[src/rtl/clk_gate_pkg.sv]
// clk_gate_pkg
//   Shared definitions for the clock-gating enable controller:
//   FSM state encoding (Gray order, so adjacent states differ in one bit),
//   timer width, and the saturation value of the optional wake counter.
package clk_gate_pkg;

  localparam logic [1:0] ST_OFF_ENC  = 2'b00;
  localparam logic [1:0] ST_WAKE_ENC = 2'b01;
  localparam logic [1:0] ST_ON_ENC   = 2'b11;
  localparam logic [1:0] ST_HOLD_ENC = 2'b10;

  typedef enum logic [1:0] {
    CG_OFF  = ST_OFF_ENC,
    CG_WAKE = ST_WAKE_ENC,
    CG_ON   = ST_ON_ENC,
    CG_HOLD = ST_HOLD_ENC
  } cg_state_e;

  localparam int unsigned TIMER_W = 8;

  localparam logic [7:0] WAKE_CNT_SAT = 8'd255;

  // Saturating increment used by the wake statistics counter.
  function automatic logic [7:0] sat_inc8(input logic [7:0] val);
    return (val == WAKE_CNT_SAT) ? val : val + 8'd1;
  endfunction

endpackage

[src/rtl/cg_timer.sv]
// cg_timer
//   Loadable down-counter used by the clock-gate controller for both the
//   wake and idle intervals. Load has priority over decrement; the counter
//   stops at zero instead of wrapping.
// Ports:
//   clk_i      system clock
//   rst_ni     asynchronous active-low reset (count clears to 0)
//   load_i     load load_val_i on the next edge
//   load_val_i value to load
//   dec_i      decrement on the next edge (ignored while loading)
//   is_one_o   current count equals 1
module cg_timer
  import clk_gate_pkg::*;
(
  input  logic               clk_i,
  input  logic               rst_ni,
  input  logic               load_i,
  input  logic [TIMER_W-1:0] load_val_i,
  input  logic               dec_i,
  output logic               is_one_o
);

  logic [TIMER_W-1:0] count_q;
  logic [TIMER_W-1:0] count_d;

  always_comb begin
    count_d = count_q;
    if (load_i) begin
      count_d = load_val_i;
    end else if (dec_i && (count_q != '0)) begin
      count_d = count_q - 1'b1;
    end
  end

  always_ff @(posedge clk_i or negedge rst_ni) begin
    if (!rst_ni) begin
      count_q <= '0;
    end else begin
      count_q <= count_d;
    end
  end

  assign is_one_o = (count_q == TIMER_W'(1));

endmodule

[src/rtl/clk_gate_ctrl.sv]
// clk_gate_ctrl
//   Drives the enable of the system clock gate. A request wakes the gated
//   clock; READY follows after WAKE_CYCLES cycles. Once REQ and BUSY have
//   both been low long enough (IDLE_CYCLES after entering HOLD) the clock is
//   gated off again. Outputs are registered so CLK_EN only changes after a
//   rising CLK edge and is stable while the gate latch is transparent.
//
//   Optional macro CLK_GATE_WAKE_STATS_EN adds WAKE_COUNT, a saturating
//   count of OFF->WAKE transitions, cleared only by reset.
//
// Parameters:
//   WAKE_CYCLES  cycles from CLK_EN rising to READY rising (1..255)
//   IDLE_CYCLES  idle cycles in HOLD before CLK_EN drops (1..255)
// Ports:
//   CLK          free-running system clock
//   RST          asynchronous active-low reset
//   REQ          requester wants the gated clock (level)
//   BUSY         gated block still working
//   CLK_EN       enable to the clock gate
//   READY        gated clock running and stable
//   WAKE_COUNT   saturating OFF->WAKE count (macro builds only)
//
// state | meaning
// ------+--------------------------------------------------------------
// OFF   | gated clock stopped; waits for REQ
// WAKE  | clock enabled, counting down WAKE_CYCLES before READY
// ON    | clock running, READY high; waits for REQ=0 and BUSY=0
// HOLD  | idle countdown; any REQ/BUSY returns to ON, expiry goes OFF
module clk_gate_ctrl
  import clk_gate_pkg::*;
#(
  parameter int unsigned WAKE_CYCLES = 2,
  parameter int unsigned IDLE_CYCLES = 4
) (
  input  logic       CLK,
  input  logic       RST,
  input  logic       REQ,
  input  logic       BUSY,
  output logic       CLK_EN,
  output logic       READY
`ifdef CLK_GATE_WAKE_STATS_EN
  ,
  output logic [7:0] WAKE_COUNT
`endif
);

  localparam logic [TIMER_W-1:0] WAKE_LOAD = TIMER_W'(WAKE_CYCLES);
  localparam logic [TIMER_W-1:0] IDLE_LOAD = TIMER_W'(IDLE_CYCLES);

  cg_state_e          state_q;
  cg_state_e          state_d;
  logic               clk_en_q;
  logic               clk_en_d;
  logic               ready_q;
  logic               ready_d;
  logic               tmr_load;
  logic [TIMER_W-1:0] tmr_load_val;
  logic               tmr_dec;
  logic               tmr_is_one;

  cg_timer u_timer (
    .clk_i      (CLK),
    .rst_ni     (RST),
    .load_i     (tmr_load),
    .load_val_i (tmr_load_val),
    .dec_i      (tmr_dec),
    .is_one_o   (tmr_is_one)
  );

  always_comb begin
    state_d      = state_q;
    tmr_load     = 1'b0;
    tmr_load_val = '0;
    tmr_dec      = 1'b0;
    unique case (state_q)
      CG_OFF: begin
        if (REQ) begin
          tmr_load     = 1'b1;
          tmr_load_val = WAKE_LOAD;
          state_d      = CG_WAKE;
        end
      end
      CG_WAKE: begin
        // REQ is ignored here: a started wake always runs to completion.
        tmr_dec = 1'b1;
        if (tmr_is_one) begin
          state_d = CG_ON;
        end
      end
      CG_ON: begin
        if (!REQ && !BUSY) begin
          tmr_load     = 1'b1;
          tmr_load_val = IDLE_LOAD;
          state_d      = CG_HOLD;
        end
      end
      CG_HOLD: begin
        // Activity beats expiry, even in the last idle cycle.
        if (REQ || BUSY) begin
          state_d = CG_ON;
        end else begin
          tmr_dec = 1'b1;
          if (tmr_is_one) begin
            state_d = CG_OFF;
          end
        end
      end
      default: state_d = CG_OFF;
    endcase
  end

  // Outputs are decoded from the next state and registered, so they change
  // in the same cycle as the state they describe.
  always_comb begin
    clk_en_d = (state_d != CG_OFF);
    ready_d  = (state_d == CG_ON) || (state_d == CG_HOLD);
  end

  always_ff @(posedge CLK or negedge RST) begin
    if (!RST) begin
      state_q  <= CG_OFF;
      clk_en_q <= 1'b0;
      ready_q  <= 1'b0;
    end else begin
      state_q  <= state_d;
      clk_en_q <= clk_en_d;
      ready_q  <= ready_d;
    end
  end

  assign CLK_EN = clk_en_q;
  assign READY  = ready_q;

`ifdef CLK_GATE_WAKE_STATS_EN
  logic [7:0] wake_cnt_q;
  logic [7:0] wake_cnt_d;

  always_comb begin
    wake_cnt_d = wake_cnt_q;
    if ((state_q == CG_OFF) && (state_d == CG_WAKE)) begin
      wake_cnt_d = sat_inc8(wake_cnt_q);
    end
  end

  always_ff @(posedge CLK or negedge RST) begin
    if (!RST) begin
      wake_cnt_q <= '0;
    end else begin
      wake_cnt_q <= wake_cnt_d;
    end
  end

  assign WAKE_COUNT = wake_cnt_q;
`endif

endmodule

[config.mk]
export PLATFORM = sky130hd
export DESIGN_NAME = clk_gate_ctrl
export DESIGN_NICKNAME = d
export VERILOG_FILES = /design/src/rtl/clk_gate_pkg.sv /design/src/rtl/cg_timer.sv /design/src/rtl/clk_gate_ctrl.sv
export SDC_FILE = /design/constraint.sdc
export NUM_CORES = 1
export LEC_CHECK = 0
export CORE_MARGIN = 2
export CORE_UTILIZATION = 58
export CTS_CLUSTER_SIZE = 20
export DETAILED_ROUTE_END_ITERATION = 10
export DONT_BUFFER_PORTS = 1
export GPL_TIMING_DRIVEN = 0
export MAX_ROUTING_LAYER = met4
export PLACE_DENSITY = 0.84
export SETUP_SLACK_MARGIN = 0.05
export SYNTH_ARGS = -nofsm -noshare
export SYNTH_HDL_FRONTEND = slang
export SYNTH_SLANG_ARGS = --single-unit
[constraint.sdc]
create_clock -name CLK -period 4.79 [get_ports CLK]
set_input_delay 0.958 -clock CLK [delete_from_list [all_inputs] [get_ports CLK]]
set_output_delay 0.958 -clock CLK [all_outputs]
set_load 0.02 [all_outputs]
==> flow_metrics.py, run 1 <==
metrics = {
    "timing": {
        "timing.slew.headroom_pct": 69.2,
        "final.setup.worst_slack_ns": 2.80,
        "hold_viol_final": 0,
        "setup_tns_ns": 0,
        "drv_slew": 0,
        "clock_skew_ns": 0.000406,
        "rsz0062_at_grt": "no",
        "worstMarginPinSlew_ns": 0.459,
        "fin_crit_sh_pct": 41.4,
        "max_freq_ghz": 0.504,
        "layout_min_cycle_time_ns": 1.99,
        "finalSetupViolations": 0,
    },
    "placed_design": {
        "place_inst": 95,
        "place_ws_ns": 2.66,
        "hpwl_mm": 1.16,
        "port_buffers": 0,
        "gp_congestion": 0.783,
    },
    "floorplan": {
        "die_w_um": 40.7,
        "boundaryPins": 6,
        "die-area_mm2": 0.00165,
        "rows": 13,
        "die_h_um": 40.7,
        "core_area_mm2": 0.00128,
        "initial_core_util_pct": 60.7,
    },
    "synthesis": {
        "synth_edf_count": 0,
        "ys_warn_count": 0,
        "syn_inst": 80,
        "synth_cell_types": 30,
        "async_flop_share_pct": 100,
        "ys_seq_area_share_pct": 38.5,
        "synth_area_leader_cell": "dfrtp_1",
        "ys_dominant_reg_cell": "dfrtp_1",
        "synth_seq_cells": 12,
        "syn_area_um2": 779,
        "synth_area_per_cell_um2": 9.74,
        "synth.net_count": 91,
        "netlist_top_cells_area": "dfrtp_1 (39%), ha_1 (11%), mux2i_1 (5.1%)",
        "synth_top_area_share_pct": 38.5,
    },
    "detailed_routing": {
        "drt_iter0_markers": 21,
        "first_pass_iters": 4,
        "ant_nets": 0,
        "vias": 646,
        "wire_per_inst_um": 16.0,
        "wirelength_mm": 1.57,
        "drc": 0,
        "viasPerCell": 6.59,
    },
    "clock_network": {
        "cts_resized": 0,
        "cts_tree": "done",
        "cts_inserted_buffers": 3,
        "clock_latency_ns": 0.27,
        "postCtsSetupBuffers": 0,
        "root_buffer": "clkbuf_4",
        "clk_path_buf_depth": 2,
        "htreeDepth": 1,
        "cts.hold.buffers_added": 0,
        "clkTransAtPathRegs_ns": 0.07,
        "cts.sinks": 12,
    },
    "pwr": {
        "switching_share_pct": 46.2,
        "leakagePower_nw": 0.350,
        "vdd_ir_drop_max_mv": 0.331,
        "p_switching_mw": 0.257,
        "power_mw": 0.557,
        "powerDensity_mw_per_mm2": 679,
        "p_int_mw": 0.300,
        "clkPwrFrac_pct": 11.1,
        "share_comb_of_total_power_pct": 50.0,
        "pwr-share-seq_pct": 38.9,
    },
    "layout": {
        "final_cell_mix": "dfrtp_1 (12), nand2_1 (8), ha_1 (7), a21oi_1 (6)",
        "area_growth_pct": 5.30,
        "drive_gt1_share_pct": 10.8,
        "diodes": 0,
        "layout_commonest_cell": "dfrtp_1",
        "nNetsFinal": 96,
        "stdcell_count": 98,
    },
    "global_route": {
        "grt_usage_pct": 23.3,
        "grt_pass1_wl_mm": 2.45,
        "grt_max_degree": 13,
        "gr-total-overflow": 0,
        "antenna_found_initial": 0,
        "grt_pass1_vias": 560,
    },
    "critical_path": {
        "cp_max_fo": 7,
        "cp-end-kind": "flop",
        "critPathRequiredTime_ns": 4.97,
        "cp-start-kind": "flop",
        "crit_type": "reg -> reg",
        "crit_arrival_ns": 2.16,
    },
    "run": {
        "cap_viol_max_count": 0,
    },
    "run_status": {
        "outcome": "finished clean",
    },
    "min_path": {
        "hold_path.class": "in -> async",
    },
}
-- cells by family (layout without fill, tap and decap cells) --
family          Yosys count  count (layout)  synth area share [%]
mux                       4               4                  5.14
compound gates           20              20                  17.0
simple gates             33              33                  26.2
fa+ha+maj                 7               7                  11.2
flops                    12              12                  38.5
buf+inv                   4               7                  1.93
-- synthesized netlist by cell type, types with 2 or more instances --
cell and count:
dfrtp_1 12, inv_1 4, nand3_1 3, nor3_1 5
nand2_1 8, o21ai_0 5, or3_1 2, a311oi_1 3
a21oi_1 6, nor2_1 3, ha_1 7, mux2i_1 4
-- stage by stage --
| stage | area (um^2) | hold slack [ns] | util [%] |
|---|---|---|---|
| CTS | 821 | 0.370 | 63.9 |
| global placement | 798 | 0.500 | 62.1 |
| finish | 821 | 0.373 | 63.9 |
| detailed placement | 798 | 0.525 | 62.1 |
| global route | 821 | 0.354 | 63.9 |
| floorplan | 779 | 0.473 | - |
-- power groups by stage --
stage,clock network (mW),logic (mW),registers (mW)
after floorplan,0,0.225,0.202
after global routing,0.0686,0.312,0.225
after CTS,0.0617,0.276,0.216
final,0.0618,0.278,0.217
after global placement,0,0.259,0.214
after detailed placement,0,0.272,0.218
-- sequential cells by signal, summed over array words and instances (netlist names) --
signal / cells
u_timer.count_q: 8
state_q: 2
CLK_EN: 1
READY: 1
-- worst max-delay path: stages, from the launching register on --
cell and delay (ns):
dfrtp_1 0.48, inv_1 0.10, ha_1 0.33, nor4b_2 0.46, or2_2 0.23, a211oi_1 0.05
a311oi_1 0.25
-- per-layer routing --
metal	up-vias	routed length, um	global-route usage [%]
met5	-	0	-
met4	0	29	10.0
met3	4	41	5.43
met2	12	741	35.3
met1	320	755	29.6
li1	310	-	-
-- final cells by class --
| cell class | count | area (um^2) |
|---|---|---|
| Inverter | 4 | 15.0 |
| Fill cell | 101 | 464 |
| Multi-Input combinational cell | 64 | 464 |
| Clock buffer | 3 | 22.5 |
| Tap cell | 15 | 18.8 |
| Sequential cell | 12 | 300 |
-- worst paths after layout --
| check | start | end | slack [ns] | cells after the start |
|---|---|---|---|---|
| min in group CLK | u_timer.count_q[6] | u_timer.count_q[6] | 0.54 | 1 |
| worst min-delay path | RST | u_timer.count_q[5] | 0.37 | 0 |
| max in group asynchronous | RST | state_q[0] | 4.35 | 0 |
| worst max-delay path | state_q[1] | u_timer.count_q[1] | 2.80 | 6 |
| worst max register to register | state_q[1] | u_timer.count_q[1] | 2.80 | 6 |
| worst min register to register | u_timer.count_q[6] | u_timer.count_q[6] | 0.54 | 1 |
No activity file was read; power rests on OpenSTA's default activity.
==> inputs of run 2 (changes only) <==
Clock period 4.79 ns to 2.1 ns, I/O delays scaled along.
==> run 2 against run 1 <==
  * Global-route usage grew 0.12 points
  * Worst hold slack worse by 0.012 ns
  * Count of clock-buffer cells in the layout is the same
  * Highest routed layer unchanged
==> flow_metrics.py, run 2 (same netlist as run 1, synthesis figures left out) <==
metrics = {
    "run_status": {
        "outcome": "finished clean",
    },
    "critical_path": {
        "crit_arrival_ns": 2.06,
        "cp-start-kind": "flop",
        "slowest_delay_ns": 0.55,
        "cp_max_fo": 7,
        "critPathRequiredTime_ns": 2.30,
        "cp-end-kind": "flop",
        "crit_chain": "inv_1, ha_1, o21ai_1, or4_1, a21oi_1",
        "crit_type": "reg -> reg",
        "worst_path_max_delay_cell": "or4_1",
    },
    "run": {
        "cap_viol_max_count": 0,
    },
    "layout": {
        "layout_commonest_cell": "dfrtp_1",
        "area_growth_pct": 7.87,
        "fin_area_um2": 841,
        "diodes": 0,
        "regMostFlops": "u_timer.count_q",
        "largest_register_ffs": 8,
        "final_util_pct": 65.4,
        "drive_gt1_share_pct": 11.9,
        "final_cell_mix": "dfrtp_1 (11), nand2_1 (8), ha_1 (7), a21oi_1 (6)",
        "nNetsFinal": 97,
        "stdcell_count": 99,
        "reg.largest.list": "u_timer.count_q (8), state_q (2)",
        "fillers": 97,
    },
    "timing": {
        "rsz0062_at_grt": "no",
        "finalSetupViolations": 0,
        "holdWs_ns": 0.362,
        "drv_slew": 0,
        "final.setup.worst_slack_ns": 0.237,
        "layout_min_cycle_time_ns": 1.86,
        "worstMarginPinSlew_ns": 0.566,
        "clock_skew_ns": 0.000577,
        "fin_crit_sh_pct": 88.7,
        "setup_tns_ns": 0,
        "timing.slew.headroom_pct": 62.1,
        "hold_viol_final": 0,
        "max_freq_ghz": 0.537,
    },
    "placed_design": {
        "gp_congestion": 0.783,
        "place_ws_ns": 0.184,
        "place_area_um2": 798,
        "place_inst": 95,
        "port_buffers": 0,
        "hpwl_mm": 1.16,
    },
    "clock_network": {
        "root_buffer": "clkbuf_4",
        "clock_latency_ns": 0.27,
        "clk_path_buf_depth": 2,
        "cts_inserted_buffers": 3,
        "postCtsSetupBuffers": 0,
        "htreeDepth": 1,
        "cts_tree": "done",
        "cts.sinks": 12,
        "clkTransAtPathRegs_ns": 0.07,
    },
    "floorplan": {
        "rows": 13,
        "initial_core_util_pct": 60.7,
        "die_w_um": 40.7,
        "boundaryPins": 6,
        "die_h_um": 40.7,
        "core_area_mm2": 0.00128,
        "die-area_mm2": 0.00165,
    },
    "pwr": {
        "clkPwrFrac_pct": 11.0,
        "power_mw": 1.29,
        "powerDensity_mw_per_mm2": 1540,
        "p_switching_mw": 0.598,
        "vdd_ir_drop_max_mv": 0.757,
        "leakagePower_nw": 0.356,
        "p_int_mw": 0.693,
        "switching_share_pct": 46.3,
        "share_comb_of_total_power_pct": 50.6,
        "pwr-share-seq_pct": 38.4,
    },
    "global_route": {
        "grt_usage_pct": 23.4,
        "grt_max_degree": 13,
        "grt_pass1_wl_mm": 2.46,
        "gr-total-overflow": 0,
        "antenna_found_initial": 0,
        "grt_pass1_vias": 566,
    },
    "detailed_routing": {
        "vias": 645,
        "drt_iter0_markers": 16,
        "wirelength_mm": 1.59,
        "drc": 0,
        "first_pass_iters": 4,
        "viasPerCell": 6.52,
        "wire_per_inst_um": 16.0,
        "ant_nets": 0,
    },
    "min_path": {
        "hold_path.class": "in -> reg",
    },
}
run 2: timing repair:
action / 4_1_cts / 5_1_grt
resized for setup: 0 / 2
endpoints found under the setup margin: 0 / 2
hold endpoints to repair: 12 / 0
hold buffers: 1 / 0
run 2: layout make-up:
cell class | instances | area (um^2) | area share, %
Timing Repair Buffer | 1 | 10.0 | 1.19
Inverter | 4 | 15.0 | 1.79
Clock buffer | 3 | 22.5 | 2.68
Multi-Input combinational cell | 64 | 473 | 56.3
Tap cell | 15 | 18.8 | 2.23
Sequential cell | 12 | 302 | 35.9
run 2: final timing paths:
path / start / to / slack, ns / cells past startpoint
setup / recovery: state_q[1] / u_timer.count_q[7] / 0.24 / 5
hold / removal: BUSY / state_q[0] / 0.36 / 2
setup reg to reg: state_q[1] / u_timer.count_q[7] / 0.24 / 5
hold reg to reg: u_timer.count_q[6] / u_timer.count_q[6] / 0.53 / 1
max in group asynchronous: RST / state_q[1] / 1.12 / 1
min in group asynchronous: RST / u_timer.count_q[6] / 0.58 / 1
run 2: routing by layer:
layer  vias up  routed length [um]  share of wire [%]  track usage, %
li1        310                   -                  -               -
met1       315                 740                 47            29.6
met2        16                 761                 48            35.7
met3         4                  56                3.5            5.43
met4         0                  29                1.8            10.0
met5         -                   0                  0               -
run 2: power by group through the flow:
stage | Sequential, mW | Clock, mW | Combinational (mW)
2_1_floorplan | 0.461 | 0 | 0.513
3_5_place_dp | 0.496 | 0 | 0.620
5_1_grt | 0.516 | 0.156 | 0.734
6_report | 0.496 | 0.142 | 0.653
4_1_cts | 0.493 | 0.141 | 0.636
3_3_place_gp | 0.487 | 0 | 0.591
run 2: critical path, delay by kind of cell, from the launching register on:
family	cells	cell delay (ns)
buffers and inverters	1	0.08
adders and majority gates	1	0.36
AOI/OAI and AO/OA	2	0.35
and+or+nand+nor	1	0.55
DFF	1	0.44
